**config.mk**
```make
export PLATFORM = sky130hd
export DESIGN_NAME = rv_mem_arb
export DESIGN_NICKNAME = d
export VERILOG_FILES = /design/src/rtl/rv_mem_arb.sv
export SDC_FILE = /design/constraint.sdc
export NUM_CORES = 1
export LEC_CHECK = 0
export ABC_AREA = 0
export BUFFER_PORTS_ARGS = -buffer_cell sky130_fd_sc_hd__buf_2
export CAP_MARGIN = 20
export CORE_UTILIZATION = 30
export CTS_CLUSTER_SIZE = 30
export DETAILED_ROUTE_END_ITERATION = 16
export GPL_TIMING_DRIVEN = 1
export PLACE_DENSITY = 0.54
export SLEW_MARGIN = 20
export SYNTH_ARGS = -nofsm -noshare
export SYNTH_HDL_FRONTEND = slang
export SYNTH_SLANG_ARGS = --single-unit
```
**constraint.sdc**
```tcl
create_clock -name clk -period 4.2 [get_ports clk]
set_input_delay 0.42 -clock clk [delete_from_list [all_inputs] [get_ports clk]]
set_output_delay 0.42 -clock clk [all_outputs]
set_load 0.01 [all_outputs]
```
**src/rtl/rv_mem_arb.sv**
```systemverilog
// rv_mem_arb: shared-memory arbiter/sequencer for the multicycle core.
// Arbitrates core (c_*) vs debug/loader (d_*) ports, drives mem_* for
//   MEM_LAT cycles, then pulses c_done/d_done with c_rdata/d_rdata held.
// Status: busy (not IDLE), owner (current/last grant, 1=debug).
// Option: define RV_MEM_ARB_DBG_PRIO_EN for fixed debug priority.
module rv_mem_arb #(
  parameter int AW      = 10,
  parameter int DW      = 32,
  parameter int MEM_LAT = 2
) (
  input  logic          clk,
  input  logic          rst_n,
  input  logic          c_req,
  input  logic          c_we,
  input  logic [AW-1:0] c_addr,
  input  logic [DW-1:0] c_wdata,
  output logic          c_done,
  output logic [DW-1:0] c_rdata,
  input  logic          d_req,
  input  logic          d_we,
  input  logic [AW-1:0] d_addr,
  input  logic [DW-1:0] d_wdata,
  output logic          d_done,
  output logic [DW-1:0] d_rdata,
  output logic          mem_en,
  output logic          mem_we,
  output logic [AW-1:0] mem_addr,
  output logic [DW-1:0] mem_wdata,
  input  logic [DW-1:0] mem_rdata,
  output logic          busy,
  output logic          owner
);

  localparam int CW = (MEM_LAT > 1) ? $clog2(MEM_LAT) : 1;

  generate
    if (MEM_LAT < 1) begin : g_lat_chk
      $error("rv_mem_arb: MEM_LAT must be >= 1");
    end
  endgenerate

  typedef enum logic [1:0] {
    IDLE,
    ACCESS,
    DONE
  } state_e;

  state_e          state_q, state_d;
  logic [CW-1:0]   cnt_q, cnt_d;
  logic            last_q, last_d;
  logic            owner_q, owner_d;
  logic            we_q, we_d;
  logic [AW-1:0]   addr_q, addr_d;
  logic [DW-1:0]   wdata_q, wdata_d;
  logic [DW-1:0]   c_rdata_q, c_rdata_d;
  logic [DW-1:0]   d_rdata_q, d_rdata_d;
  logic            win;

  // win=1 grants debug
`ifdef RV_MEM_ARB_DBG_PRIO_EN
  assign win = d_req;
`else
  assign win = d_req & (~c_req | ~last_q);
`endif

  always_comb begin
    state_d   = state_q;
    cnt_d     = cnt_q;
    last_d    = last_q;
    owner_d   = owner_q;
    we_d      = we_q;
    addr_d    = addr_q;
    wdata_d   = wdata_q;
    c_rdata_d = c_rdata_q;
    d_rdata_d = d_rdata_q;
    unique case (state_q)
      IDLE: begin
        if (c_req | d_req) begin
          owner_d = win;
          we_d    = win ? d_we    : c_we;
          addr_d  = win ? d_addr  : c_addr;
          wdata_d = win ? d_wdata : c_wdata;
          cnt_d   = CW'(MEM_LAT - 1);
          state_d = ACCESS;
        end
      end
      ACCESS: begin
        if (cnt_q == '0) begin
          if (!we_q) begin
            if (owner_q) d_rdata_d = mem_rdata;
            else         c_rdata_d = mem_rdata;
          end
          state_d = DONE;
        end else begin
          cnt_d = cnt_q - CW'(1);
        end
      end
      DONE: begin
        last_d  = owner_q;
        state_d = IDLE;
      end
      default: state_d = IDLE;
    endcase
  end

  always_ff @(posedge clk) begin
    if (!rst_n) begin
      state_q   <= IDLE;
      cnt_q     <= '0;
      last_q    <= 1'b1;
      owner_q   <= 1'b0;
      we_q      <= 1'b0;
      addr_q    <= '0;
      wdata_q   <= '0;
      c_rdata_q <= '0;
      d_rdata_q <= '0;
    end else begin
      state_q   <= state_d;
      cnt_q     <= cnt_d;
      last_q    <= last_d;
      owner_q   <= owner_d;
      we_q      <= we_d;
      addr_q    <= addr_d;
      wdata_q   <= wdata_d;
      c_rdata_q <= c_rdata_d;
      d_rdata_q <= d_rdata_d;
    end
  end

  // memory bus is quiet outside ACCESS
  assign mem_en    = (state_q == ACCESS);
  assign mem_we    = mem_en & we_q;
  assign mem_addr  = mem_en ? addr_q  : '0;
  assign mem_wdata = mem_en ? wdata_q : '0;
  assign c_done    = (state_q == DONE) & ~owner_q;
  assign d_done    = (state_q == DONE) &  owner_q;
  assign c_rdata   = c_rdata_q;
  assign d_rdata   = d_rdata_q;
  assign busy      = (state_q != IDLE);
  assign owner     = owner_q;

endmodule

```
## Word level (Yosys, flattened, before mapping)

Cells that the tools add are included.

- Bits in registers: 112
- Bits of input ports: 122
- Output and inout bits: 112
- Word-level logic and storage cells: 44

- Add/subtract/negate cells: 1
- Eq/ne operators: 4
- Mux-type cells: 11
- Bitwise gates (word level): 11
- Reduce and logical (&&, ||, !) cells: 8

Operator list:

| operator | number |
|---|---|
| 2-to-1 mux 32 bit | 2 |
| 2-to-1 mux 10 bit | 2 |
| AND reduction 4 bit | 2 |
| AND reduction 2 bit | 3 |
| inverter 1 bit | 5 |
| AND 1 bit | 4 |
| 2-to-1 mux 2 bit | 2 |
| != test 2 bit, second input constant | 2 |
| case mux 2 bit (2 select lines) | 1 |
| nonzero test 2 bit | 2 |
| 2-to-1 mux 1 bit | 3 |
| == test 2 x 1 -> 1 bit, second input constant | 1 |
| == test 2 bit, second input constant | 1 |
| logical NOT 2 bit | 1 |
| bitwise OR 1 bit | 2 |
| case mux 1 bit (2 select lines) | 1 |
| subtractor 1 bit, second input constant | 1 |

## Depth between registers and ports, before layout

Gate-level depths: netlist (run 1).

- Depth in word-level cells: 4
- Mapped depth: 5
- Gate-level depth less buffers: 4

## Least setup slack after synthesis (run 1)

No wires, ideal clock.

- Kind: register to output
- Start: reg state_q[1]
- End: out mem_wdata[12]
- Arrival: 1.138 ns
- Data required time: 3.780 ns
- Slack: 2.642 ns
- Stages on the path, launching flop included: 5
- Path buffers: 1
- Cells stage by stage: dfxtp_1 -> nand2b_1 -> inv_1 -> clkbuf_1 -> and2_1

- Word-level cells in the longest chain between the ends: 2

RTL lines:

| item | RTL line | text |
|---|---|---|
| from (decl) | 48 | `state_e state_q, state_d;` |
| from (signal assigned) | 118 | `state_q <= state_d;` |
| == test 2 x 1 -> 1 bit | 131 | `assign mem_en = (state_q == ACCESS);` |
| via mem_en | 25 | `output logic mem_en,` |
| 2-to-1 mux 32 bit | 134 | `assign mem_wdata = mem_en ? wdata_q : '0;` |
| to (decl) | 28 | `output logic [DW-1:0] mem_wdata,` |

The timed path passes the listed nets, and every way through them passes these cells.

## Worst setup path after layout (run 1)

- Start: reg state_q[1]
- End: out mem_wdata[1]

- Word-level cells in the longest chain between the ends: 2

RTL lines:

| item | RTL line |
|---|---|
| == test 2 x 1 -> 1 bit | 131 |
| 2-to-1 mux 32 bit | 134 |

No other way between the ends.

==> results.cfg, run 1 <==
[cts]
clk_latency_ns = 0.36
root_buffer = clkbuf_16
cts_setup_buffers = 0
tritoncts = yes
clk_pin_slew_ns = 0.08
numCtsBuffers = 9
cts-htree-levels = 3
clock_sinks = 112
clk_path_buf_depth = 2
cts_hold_buf = 0
cts_resized = 0

[global_route]
top_usage_layer = met2
met1_usage_pct = 20.0
antenna_found_initial = 0
grt_pass1_vias = 4562
grt.overflow.total = 0
grt_pass1_wl_um = 22200
met3_usage_pct = 6.28
track_usage_pct = 16.9
grt_max_degree = 73
use_met2_pct = 28.1

[setup_path]
critPathKind = reg2out
cp-end-kind = primary output
rrSetupSlack_ns = 2.07
cp-start-kind = flip-flop
reg2reg_to = d_rdata[26]$_SDFFE_PN0P_
reg2reg_depth = 3
crit_slowest_cell = inv_2
max_stage_delay_ns = 0.51
cp.buffers_inverters = 2
path_cells = nand2b_1, inv_2, and2_1, buf_2
cpLargestDelayFamily = buffers and inverters
worst-path-max-fanout = 45
r2r-start = state_q[1]$_SDFFE_PN0P_
required_ns = 3.78
arrival_ns = 1.82

[die]
start_util_pct = 31.2
die_h_um = 129
fp.coreArea_sq_um = 15400
rows = 45
die_x_um = 129
ios = 234
die_area_sq_um = 16500

[pwr]
power_frac_seq_pct = 47.0
p_sw_uw = 711
leakage_uw = 0.00322
combPwrFrac_pct = 17.4
intPower_uw = 1820
vdd_drop_max_uv = 203
swShare_pct = 28.1
clkPwrFrac_pct = 35.6
power.density_nw_per_um2 = 394

[detailed_routing]
dr.first_iter.drc_count = 190
drtAntennaViolNets = 0
drt_wl_total_um = 14100
firstDrtPassIters = 4
wl_per_cell_um = 14.4
drc = 0
vias_per_cell = 4.72
num_vias = 4618

[synthesis]
synth_area_sq_um = 4810
ys_seq_elements = 112
syn_nets = 684
yosysUniqueCellTypes = 23
avgSynthCellArea_sq_um = 8.56
yosys_warnings = 0
yosysSeqAreaShare_pct = 46.6
syn_inst = 562
synth_area_leaders = dfxtp_1 47%, nand2_1 14%, mux2i_1 13%
netlist.top_cell.by_area = dfxtp_1
synth_top_area_share_pct = 46.6

[timing]
setup_viol = 0
slew_headroom_pct = 28.1
clock.fmax_mhz = 446
finalHoldViolations = 0
rsz0062_at_grt = no
period_share_pct = 53.4
slew_viol_final = 0
finalSetupTns_ns = 0
min_period_ns = 2.24
fin_skew_ns = 0.00823
worst_slew_pin_slew_ns = 1.08

[layout]
stdcell_count = 979
drive_gt1_share_pct = 34.2
area_growth_pct = 33.4
diodes = 0
nets = 885
multiInputGateArea_sq_um = 2340
register_area_sq_um = 2240
fill_cells = 1632
fin_util_pct = 41.6

[min_path]
hold_class = in2reg
min_from = c_wdata[23]
holdPathStages = 3
hold_path_end = wdata_q[23]$_SDFFE_PN0P_

[placement]
globalplace.congestion = 0.752
dpl.hpwl_um = 9620
placed_cells_incl_taps = 962
portBuffers = 233

[job]
cap_violations = 0

[run_status]
status = completed
==> registers in the layout, indices dropped and copies added (netlist names) <==
register / count
d_rdata: 32
wdata_q: 32
addr_q: 10
state_q: 2
c_rdata: 32
cnt_q: 1
owner: 1
last_q: 1
we_q: 1
==> layout by cell type, fill, tap and decap left out <==
cell type,instances
nor2_2,1
nor3_1,1
mux2i_1,64
a21boi_4,1
bufinv_16,1
nand3_1,1
or4_2,1
clkbuf_16,9
nand2_1,185
nor4_4,1
nand2b_1,2
nor2_4,1
buf_12,1
a211o_1,1
clkbuf_8,1
a21oi_1,46
a311oi_1,43
buf_4,5
clkinv_2,1
clkinv_4,1
inv_2,1
and2_1,43
dfxtp_1,112
inv_6,2
o21ai_0,1
buf_16,1
or2_2,1
a21bo_2,1
inv_8,1
nor2_1,3
buf_2,232
inv_1,3
==> routing by layer <==
metal	up-vias	wire (um)
met3	20	1210
met4	0	281
met2	189	6420
met5	-	0
li1	2300	-
met1	2109	6180
==> logic make-up (layout without fill, tap and decap cells) <==
group / count (synthesis) / count (layout) / synth area share, %
compound gates: 93 / 93 / 13.3
buf+inv: 53 / 259 / 5.25
flops: 112 / 112 / 46.6
mux: 64 / 64 / 13.3
simple gates: 240 / 240 / 21.5
==> final cells by class <==
cell class,instances,share of cell area [%]
timing repair buffer,239,19.4
inverter,4,0.234
tap,211,4.11
sequential,112,34.9
clock buffer,10,3.72
multi-input combinational,397,36.5
clock inverter,6,1.13
==> synth_stat cells <==
master / instances
a21oi_1: 46
dfxtp_1: 112
inv_1: 4
nor3_1: 1
clkbuf_1: 33
or4_1: 1
and2_1: 43
o21ai_0: 1
nor2_1: 4
a211o_1: 1
mux2i_1: 64
buf_2: 7
nor4_2: 1
a21bo_2: 1
buf_1: 3
nand2_1: 185
or2_2: 1
nand2b_1: 2
nand3_1: 1
nor2_2: 1
a21boi_2: 1
a311oi_1: 43
buf_6: 6
==> power groups by stage <==
stage | registers, uW | clock network, uW | logic, uW
after floorplan | 1210 | 0 | 264
after global placement | 1210 | 0 | 425
after detailed placement | 1210 | 0 | 439
after CTS | 1190 | 938 | 440
after global routing | 1200 | 978 | 486
final | 1190 | 901 | 439
==> tightest hold or removal path: stages <==
cell and delay, ns:
buf_2 0.09, nand2_1 0.05, a311oi_1 0.07
==> worst max-delay path by stage <==
stage	end	depth (start not counted)	slack (ns)	startpoint
floorplan	mem_wdata[12]	4	2.64	state_q[1]$_SDFFE_PN0P_
global placement	addr_q[3]$_SDFFE_PN0P_	5	1.87	state_q[1]$_SDFFE_PN0P_
detailed placement	addr_q[3]$_SDFFE_PN0P_	5	1.81	state_q[1]$_SDFFE_PN0P_
CTS	mem_wdata[1]	4	1.53	state_q[1]$_SDFFE_PN0P_
global route	mem_wdata[1]	4	1.81	state_q[1]$_SDFFE_PN0P_
finish	mem_wdata[1]	4	1.96	state_q[1]$_SDFFE_PN0P_
==> metrics by stage <==
step	setup WS [ns]	power, uW	hold WS, ns	area [sq um]
after floorplan	2.64	1470	0.479	4810
after global placement	1.87	1640	0.439	6060
after detailed placement	1.81	1650	0.445	6090
after CTS	1.53	2570	0.301	6400
after global routing	1.81	2660	0.320	6420
final	1.96	2530	0.319	6420
Note: power is estimated with default switching activity, not from simulation.
==> run 2: changes to the inputs <==
Settings changed: PLACE_DENSITY 0.54 to 0.56.
Clock period 4.2 ns to 1.84 ns, I/O delays scaled along.
==> results.cfg, run 2 (same netlist as run 1, synthesis figures left out) <==
[detailed_routing]
firstDrtPassIters = 4
m1WireLength_um = 6410
wl_met2_um = 6680
route.met3.wl_um = 1170
num_vias = 4592
drtAntennaViolNets = 0
top_layer_used = met4
dr.first_iter.drc_count = 172
vias_per_cell = 4.63
wl_per_cell_um = 14.5
drt_wl_total_um = 14400
drc = 0

[setup_path]
cp-start-kind = flip-flop
cp-end-kind = primary output
worst-path-max-fanout = 19
arrival_ns = 1.54
required_ns = 1.66
rrSetupSlack_ns = 0.25
r2r-start = state_q[1]$_SDFFE_PN0P_
reg2reg_depth = 4
reg2reg_to = d_rdata[27]$_SDFFE_PN0P_
critPathKind = reg2out

[cts]
root_buffer = clkbuf_16
numCtsBuffers = 9
cts-htree-levels = 3
cts_hold_buf = 0
clk_path_buf_depth = 2
tritoncts = yes
clock_sinks = 112
clk_pin_slew_ns = 0.08
clk_latency_ns = 0.35

[timing]
clock.fmax_mhz = 581
period_share_pct = 93.5
finalSetupTns_ns = 0
fin_skew_ns = 0.00755
min_period_ns = 1.72
worst_slew_pin_slew_ns = 0.393
finalHoldViolations = 0
setup_viol = 0
whs_ns = 0.0831
slew_viol_final = 0
slew_headroom_pct = 73.8
rsz0062_at_grt = no

[pwr]
vdd_drop_max_uv = 460
leakage_uw = 0.00330
power.density_nw_per_um2 = 869
total_power_uw = 5720

[global_route]
track_usage_pct = 17.4
grt_max_degree = 97
grt.overflow.total = 0
grt_pass1_vias = 4398
antenna_found_initial = 0
grt_pass1_wl_um = 22500

[min_path]
min_from = c_wdata[19]
holdPathStages = 3
hold_class = in2reg
hold_path_end = wdata_q[19]$_SDFFE_PN0P_

[job]
cap_violations = 0

[die]
die_h_um = 129
die_area_sq_um = 16500
start_util_pct = 31.2
die_x_um = 129
ios = 234
rows = 45
fp.coreArea_sq_um = 15400

[placement]
globalplace.congestion = 0.734
portBuffers = 233
place_area_sq_um = 6260
dpl.hpwl_um = 9740

[layout]
diodes = 0
drive_gt1_share_pct = 35.3
layout_commonest_cell = buf_2
final_cell_mix = 233 x buf_2, 185 x nand2_1, 111 x dfxtp_1
multiInputGateArea_sq_um = 2340
finalInstanceArea_sq_um = 6590
fill_cells = 1620
fin_util_pct = 42.7
area_growth_pct = 36.9
nets = 898
register_area_sq_um = 2240

[run_status]
status = completed
[run 2: stage by stage]
step,cells,setup slack (ns)
after global placement,975,0.262
after floorplan,562,0.332
final,992,0.120
after CTS,992,0.0126
after detailed placement,975,0.249
after global routing,992,0.00355
[run 2: cell type report]
type,instances,area share [%]
multi-input cells,397,35.5
flip-flops and latches,112,34.1
repair buffers,252,21.7
well taps,211,4.01
clock buffers,10,3.48
clock inverters,6,0.950
inverters,4,0.266
[run 2: worst max path at each step]
| stage | startpoint | end | slack (ns) | cells after the start |
|---|---|---|---|---|
| floorplan | owner$_SDFFE_PN0P_ | d_rdata[10]$_SDFFE_PN0P_ | 0.33 | 5 |
| global placement | state_q[1]$_SDFFE_PN0P_ | d_rdata[9]$_SDFFE_PN0P_ | 0.26 | 4 |
| detailed placement | state_q[1]$_SDFFE_PN0P_ | d_rdata[5]$_SDFFE_PN0P_ | 0.25 | 4 |
| CTS | state_q[1]$_SDFFE_PN0P_ | mem_wdata[7] | 0.01 | 6 |
| global route | state_q[1]$_SDFFE_PN0P_ | mem_wdata[7] | 0.004 | 6 |
| finish | state_q[1]$_SDFFE_PN0P_ | mem_wdata[14] | 0.12 | 6 |
[run 2: what timing repair did]
item,in CTS,in global routing
gates resized for setup,2,2
cloned,1,0
setup endpoints to repair,1,41
setup buffers,0,0
[run 2: metal layers]
layer  GRT usage [%]  up-vias
li1                -     2336
met1            20.9     2081
met2            29.5      165
met3            5.86       10
met4            4.78        0
met5               0        -
[run 2: where the power goes]
part | total (uW) | leakage [uW] | internal (uW) | switching, uW
registers | 2700 | 0.000917 | 2610 | 89.8
logic | 1100 | 0.00224 | 487 | 610
clock network | 1930 | 0.000142 | 957 | 970
[run 2: worst max-delay path, cell delays in order (launching register included)]
cell and delay (ns):
dfxtp_2 0.34, nand2b_1 0.15, buf_4 0.16, inv_4 0.10, buf_12 0.16, and2_1 0.14
buf_2 0.13
